--- config.mk ---
export PLATFORM = sky130hd
export DESIGN_NAME = csa_sum_pipe_flat
export DESIGN_NICKNAME = d
export VERILOG_FILES = /design/src/rtl/csa_sum_pipe_if.sv /design/src/rtl/csa_sum_pipe.sv /design/src/flat_wrapper.sv
export SDC_FILE = /design/constraint.sdc
export NUM_CORES = 2
export LEC_CHECK = 0
export ABC_AREA = 1
export CAP_MARGIN = 0
export CORE_MARGIN = 4
export CORE_UTILIZATION = 50
export DETAILED_ROUTE_END_ITERATION = 10
export GPL_TIMING_DRIVEN = 0
export PLACE_DENSITY = 0.8
export SYNTH_ARGS = -nofsm -noshare
export SYNTH_HDL_FRONTEND = slang
export SYNTH_SLANG_ARGS = --single-unit
export TNS_END_PERCENT = 50
--- constraint.sdc ---
create_clock -name clk -period 19 [get_ports clk]
set_input_delay 3.8 -clock clk [delete_from_list [all_inputs] [get_ports clk]]
set_output_delay 3.8 -clock clk [all_outputs]
set_load 0.02 [all_outputs]
--- src/rtl/csa_sum_pipe_if.sv ---
// Handshake bundle for csa_sum_pipe: operand beats in, summed results out.
// The master drives beats and accepts results; the slave is the adder.
interface csa_sum_pipe_if #(
  parameter int N       = 32,
  parameter int OPS     = 8,
  parameter int ACC_EXT = 8
);
  localparam int W = N + $clog2(OPS) + ACC_EXT;

  logic             in_valid;
  logic             in_ready;
  logic [OPS*N-1:0] in_ops;
  logic             in_cin;
  logic             in_acc;
  logic             in_last;
  logic             out_valid;
  logic             out_ready;
  logic [W-1:0]     out_sum;
  logic             out_ovf;

  modport master (
    output in_valid, in_ops, in_cin, in_acc, in_last, out_ready,
    input  in_ready, out_valid, out_sum, out_ovf
  );

  modport slave (
    input  in_valid, in_ops, in_cin, in_acc, in_last, out_ready,
    output in_ready, out_valid, out_sum, out_ovf
  );
endinterface

--- src/rtl/csa_sum_pipe.sv ---
// Pipelined multi-operand adder. Operands are registered, reduced by cascaded
// 4:2 carry-save levels (one register per level), then resolved by a
// registered carry-propagate add that either emits the sum directly or folds
// it into a running group total. A single enable stalls the whole pipe when
// the output holds a result the consumer has not taken.
module csa_sum_pipe #(
  parameter int N       = 32,
  parameter int OPS     = 8,
  parameter int ACC_EXT = 8
) (
  input logic             clk,
  input logic             rst,
  csa_sum_pipe_if.slave   bus
);
  localparam int LOG2OPS = $clog2(OPS);
  localparam int LEVELS  = LOG2OPS - 1;
  localparam int W       = N + LOG2OPS + ACC_EXT;

  logic            en;
  logic [LEVELS:0] stgVld;
  logic [LEVELS:0] stgAcc;
  logic [LEVELS:0] stgLast;
  logic            stgCin;

  logic            outValid;
  logic [W-1:0]    outSum;
  logic            outOvf;
  logic [W-1:0]    accReg;
  logic            ovfSticky;
  logic [W-1:0]    tSum;
  logic [W:0]      accSum;

  // The only back-pressure point is an untaken result; everything moves together.
  assign en           = !(outValid && !bus.out_ready);
  assign bus.in_ready = en;

  assign bus.out_valid = outValid;
  assign bus.out_sum   = outSum;
  assign bus.out_ovf   = outOvf;

  // Tag pipeline: valid/acc/last travel alongside the data of each level.
  always_ff @(posedge clk or posedge rst) begin
    if (rst) begin
      stgVld  <= '0;
      stgAcc  <= '0;
      stgLast <= '0;
      stgCin  <= 1'b0;
    end else if (en) begin
      stgVld  <= {stgVld[LEVELS-1:0],  bus.in_valid};
      stgAcc  <= {stgAcc[LEVELS-1:0],  bus.in_acc};
      stgLast <= {stgLast[LEVELS-1:0], bus.in_last};
      stgCin  <= bus.in_cin;
    end
  end

  // Level 0 holds the raw operands; level l holds OPS>>l partial vectors,
  // ending at the sum/carry pair of level LEVELS.
  for (genvar l = 0; l <= LEVELS; l++) begin : gLvl
    localparam int CNT = OPS >> l;
    logic [W-1:0] vec [CNT];

    if (l == 0) begin : gIn
      // Capture the operand beat, zero-extended to the result width.
      always_ff @(posedge clk or posedge rst) begin
        if (rst) begin
          for (int j = 0; j < CNT; j++) vec[j] <= '0;
        end else if (en) begin
          for (int j = 0; j < CNT; j++)
            vec[j] <= {{(W-N){1'b0}}, bus.in_ops[j*N +: N]};
        end
      end
    end else begin : gRedLvl
      logic [W-1:0] red [CNT];

      // Each 4:2 reducer is two chained carry-save rows; the beat carry-in
      // rides in the free bit 0 of the very first shifted carry.
      for (genvar r = 0; r < CNT/2; r++) begin : gRed
        logic [W-1:0] a, b, c, d, t, u;
        logic         cinBit;

        if (l == 1 && r == 0) begin : gCin
          assign cinBit = stgCin;
        end else begin : gNoCin
          assign cinBit = 1'b0;
        end

        assign a = gLvl[l-1].vec[4*r];
        assign b = gLvl[l-1].vec[4*r+1];
        assign c = gLvl[l-1].vec[4*r+2];
        assign d = gLvl[l-1].vec[4*r+3];
        assign t = a ^ b ^ c;
        assign u = (((a & b) | (a & c) | (b & c)) << 1) | {{(W-1){1'b0}}, cinBit};
        assign red[2*r]   = t ^ d ^ u;
        assign red[2*r+1] = ((t & d) | (t & u) | (d & u)) << 1;
      end

      // Register this level's reduced vectors.
      always_ff @(posedge clk or posedge rst) begin
        if (rst) begin
          for (int j = 0; j < CNT; j++) vec[j] <= '0;
        end else if (en) begin
          for (int j = 0; j < CNT; j++) vec[j] <= red[j];
        end
      end
    end
  end

  assign tSum   = gLvl[LEVELS].vec[0] + gLvl[LEVELS].vec[1];
  assign accSum = {1'b0, accReg} + {1'b0, tSum};

  // Final stage: emit standalone sums, fold group beats into the total, and
  // close a group on its last beat by emitting and clearing the total.
  always_ff @(posedge clk or posedge rst) begin
    if (rst) begin
      outValid  <= 1'b0;
      outSum    <= '0;
      outOvf    <= 1'b0;
      accReg    <= '0;
      ovfSticky <= 1'b0;
    end else if (en) begin
      outValid <= 1'b0;
      if (stgVld[LEVELS]) begin
        if (!stgAcc[LEVELS]) begin
          outValid <= 1'b1;
          outSum   <= tSum;
          outOvf   <= 1'b0;
        end else if (stgLast[LEVELS]) begin
          outValid  <= 1'b1;
          outSum    <= accSum[W-1:0];
          outOvf    <= ovfSticky | accSum[W];
          accReg    <= '0;
          ovfSticky <= 1'b0;
        end else begin
          accReg    <= accSum[W-1:0];
          ovfSticky <= ovfSticky | accSum[W];
        end
      end
    end
  end
endmodule

--- src/flat_wrapper.sv ---
// flat-port wrapper written by rule: the top's interface ports become plain ports
module csa_sum_pipe_flat 
#(
  parameter int N       = 32,
  parameter int OPS     = 8,
  parameter int ACC_EXT = 8
)
  (clk, rst, bus_in_valid, bus_in_ops, bus_in_cin, bus_in_acc, bus_in_last, bus_out_ready, bus_in_ready, bus_out_valid, bus_out_sum, bus_out_ovf);
  csa_sum_pipe_if #(.N(N), .OPS(OPS), .ACC_EXT(ACC_EXT)) bus_i ();
  input logic clk;
  input logic rst;
  input wire logic [$bits(bus_i.in_valid)-1:0] bus_in_valid;
  input wire logic [$bits(bus_i.in_ops)-1:0] bus_in_ops;
  input wire logic [$bits(bus_i.in_cin)-1:0] bus_in_cin;
  input wire logic [$bits(bus_i.in_acc)-1:0] bus_in_acc;
  input wire logic [$bits(bus_i.in_last)-1:0] bus_in_last;
  input wire logic [$bits(bus_i.out_ready)-1:0] bus_out_ready;
  output wire logic [$bits(bus_i.in_ready)-1:0] bus_in_ready;
  output wire logic [$bits(bus_i.out_valid)-1:0] bus_out_valid;
  output wire logic [$bits(bus_i.out_sum)-1:0] bus_out_sum;
  output wire logic [$bits(bus_i.out_ovf)-1:0] bus_out_ovf;
  assign bus_i.in_valid = bus_in_valid;
  assign bus_i.in_ops = bus_in_ops;
  assign bus_i.in_cin = bus_in_cin;
  assign bus_i.in_acc = bus_in_acc;
  assign bus_i.in_last = bus_in_last;
  assign bus_i.out_ready = bus_out_ready;
  assign bus_in_ready = bus_i.in_ready;
  assign bus_out_valid = bus_i.out_valid;
  assign bus_out_sum = bus_i.out_sum;
  assign bus_out_ovf = bus_i.out_ovf;
  csa_sum_pipe #(.N(N), .OPS(OPS), .ACC_EXT(ACC_EXT)) u_core (.clk(clk), .rst(rst), .bus(bus_i));
endmodule
==> reports/qor.txt <==
Placed inst area -> 0.03402 mm^2
Setup violators final -> 0
Core Footprint -> 0.05891 mm^2
Worst setup startpoint -> bus_out_ready
Synthesis Warnings -> 0
Drt via density -> 5.321
Nets -> 4429
Max FO, Critical Path -> 10
Most common cell after layout, fill and taps aside -> nand2_1
Sequential element share of the synthesized area -> 46.47%
Final ANT Viol Nets -> 0
Hold_sp -> u_core.bus.out_sum[36]$_DFFE_PP0P_
First-pass GRT wire length -> 144.8 mm
Slew headroom -> 7.331%
Slew Viols, Final -> 0
Post-CTS Setup Inserts -> 0
Fin Setup TNS -> 0 ns
Synth unique cells -> 43
Largest net degree at the start of global routing -> 44
# rows -> 89
Fin crit period -> 10.41 ns
CTS Buffer Depth -> 3
Clk sinks -> 551
Diode count -> 0
Synthesized cell area -> 0.02967 mm^2
Status -> complete, no violations
Setup WS pre-CTS -> 8.606 ns
Avg Inst Size Synth -> 8.436 um^2
Fill cells -> 4954
I/O Pins -> 309
H-tree Lvls -> 2
Final HPWL DP -> 73.16 mm
Power per cell area -> 217.9 mW/mm^2
Port buffer count -> 308
CP endpoint kind -> primary output
Average routed wire per standard cell -> 19.69 um
GRT Residual Overflow -> 0
CP peak stage delay -> 0.88 ns
Slowest CP cell -> clkbuf_1
Design Area, Final -> 0.03606 mm^2
Total track usage -> 29.47%
WP data arrival -> 6.61 ns
CTS Hold Bufs -> 0
Synth Net Count -> 4046
Flop2flop setup slack -> 14.94 ns
CTS buffer count -> 58
Worst-skew pair later-pin latency -> 0.67 ns
Most used flip-flop cell after synthesis -> dfrtp_1
Cells after Synth -> 3517
Initial Util -> 50.37%
Root Buffer Master -> clkbuf_16
Post-synthesis async set-or-reset flop share -> 100.0%
Hold slack -> 0.4764 ns
Pleak -> 18.38 nW
DRC errors left -> 0
Reg2reg start -> u_core.gLvl[2].vec[45]$_DFFE_PP0N_
Post-synthesis register bit count -> 551
DR pass1 iterations -> 5
Die area -> 0.06330 mm^2
RSZ-0062 raised after global routing -> no
Most frequent cells in the layout -> 1853 x nand2_1, 551 x dfrtp_1, 308 x clkdlybuf4s50_1
Number of flops mapped to enable cells by yosys -> 0
Initial DRC count -> 1633
Fraction of layout cells with a size suffix above 1 -> 4.762%
Class of the worst hold path -> reg2reg
Worst-path clk slew -> 0.07 ns
Final WS setup -> 8.587 ns
Routability cong. -> 1.005
Area grow syn2layout -> 21.52%
Measured slew at the worst slew-check pin -> 1.390 ns
Chip height -> 251.6 um
Final Skew -> 0.05596 ns
CTS tree -> built
Endpoints failing hold -> 0
Ratio of final minimum period to clock period -> 54.80%
CP cell instances -> clkdlybuf4s50_1 -> nor2_1 -> inv_2 -> clkbuf_1 -> clkbuf_1 -> clkdlybuf4s50_1
Max Cap Viol -> 0
Setup Crit Path Kind -> in2out
Crit path launch type -> input port
Total power -> 7.856 mW
Post-cts gate resize count -> 0
Die Width -> 251.6 um
Initial antenna violation count -> 0
VDD IR-drop max -> 0.0001475 V
Fmax achieved -> 96.04 MHz
Vias post-DR -> 25120
Vias in the first global route -> 25890
Final wirelength -> 92.96 mm
Worst EP required -> 15.20 ns
-- stage by stage --
step                std cells  util [%]
floorplan                3517         -
global placement         4598     57.25
detailed placement       4613     57.76
CTS                      4721     61.21
global route             4721     61.21
finish                   4721     61.21
-- state kept, by name, indices dropped and copies added, names as in the netlist, 43 cells and up --
register	cells
u_core.gLvl.gRedLvl.gRed.b	96
u_core.gLvl.gRedLvl.gRed.d	96
u_core.gLvl.gRedLvl.gRed.a	97
u_core.accReg	43
u_core.gLvl.gRedLvl.gRed.c	97
u_core.gLvl.vec	66
u_core.bus.out_sum	43
-- where the power goes --
part / switching (mW) / internal [mW] / total, mW
Combinational: 2.98 / 1.64 / 4.62
Sequential: 0.393 / 1.64 / 2.04
Clock: 0.512 / 0.688 / 1.20
Total: 3.89 / 3.97 / 7.86
-- routing by layer --
layer / track usage, % / up-vias / routed length (um)
met5: 0 / - / 0
met1: 37.67 / 12190 / 36960
met4: 14.41 / 0 / 5368
met3: 4.319 / 255 / 5716
li1: - / 11680 / -
met2: 49.70 / 1002 / 44920
-- critical path: cells and delay by family --
kind / cells / cell delay [ns]
buffers and inverters: 5 / 2.72
and+or+nand+nor: 1 / 0.10
-- final timing paths --
kind | to | cells past startpoint
max reg2reg | u_core.bus.out_sum[40]$_DFFE_PP0P_ | 23
min in group asynchronous | u_core.accReg[20]$_DFFE_PP0P_ | 2
max in group asynchronous | u_core.gLvl[1].gRedLvl.gRed[0].b[16]$_DFFE_PP0N_ | 8
min reg2reg | u_core.bus.out_sum[36]$_DFFE_PP0P_ | 2
max | bus_in_ready | 6
min | u_core.bus.out_sum[36]$_DFFE_PP0P_ | 2
-- logic make-up after synthesis --
family | synth area share (%)
and+or+nand+nor | 28.47
DFF | 46.47
buffers and inverters | 4.070
adders and majority gates | 16.10
AOI/OAI and AO/OA | 3.947
xor gates and xnor gates | 0.9446
-- synth_stat cells (12+ instances only) --
library cell | count | area share, %
a21oi_1 | 81 | 1.4
buf_2 | 47 | 0.79
clkbuf_1 | 72 | 0.91
dfrtp_1 | 551 | 46
fa_1 | 193 | 13
ha_1 | 73 | 3.1
inv_1 | 176 | 2.2
nand2_1 | 1853 | 23
nand3_1 | 125 | 2.1
nand3b_1 | 12 | 0.30
nand4_1 | 19 | 0.40
nor2_1 | 118 | 1.5
nor3_1 | 13 | 0.22
o21ai_0 | 80 | 1.3
xor2_1 | 22 | 0.65
-- final cells by class --
| class | count | area [um^2] | area share [%] |
|---|---|---|---|
| sequential | 551 | 13790 | 38.24 |
| inverter | 180 | 679.4 | 1.884 |
| buffer | 123 | 531.8 | 1.475 |
| multi-input combinational | 2663 | 14670 | 40.70 |
| clock buffer | 80 | 1664 | 4.615 |
| clock inverter | 28 | 367.9 | 1.020 |
| tap | 773 | 967.2 | 2.682 |
| timing repair buffer | 323 | 3383 | 9.383 |
Note: power is estimated with default switching activity, not from simulation.
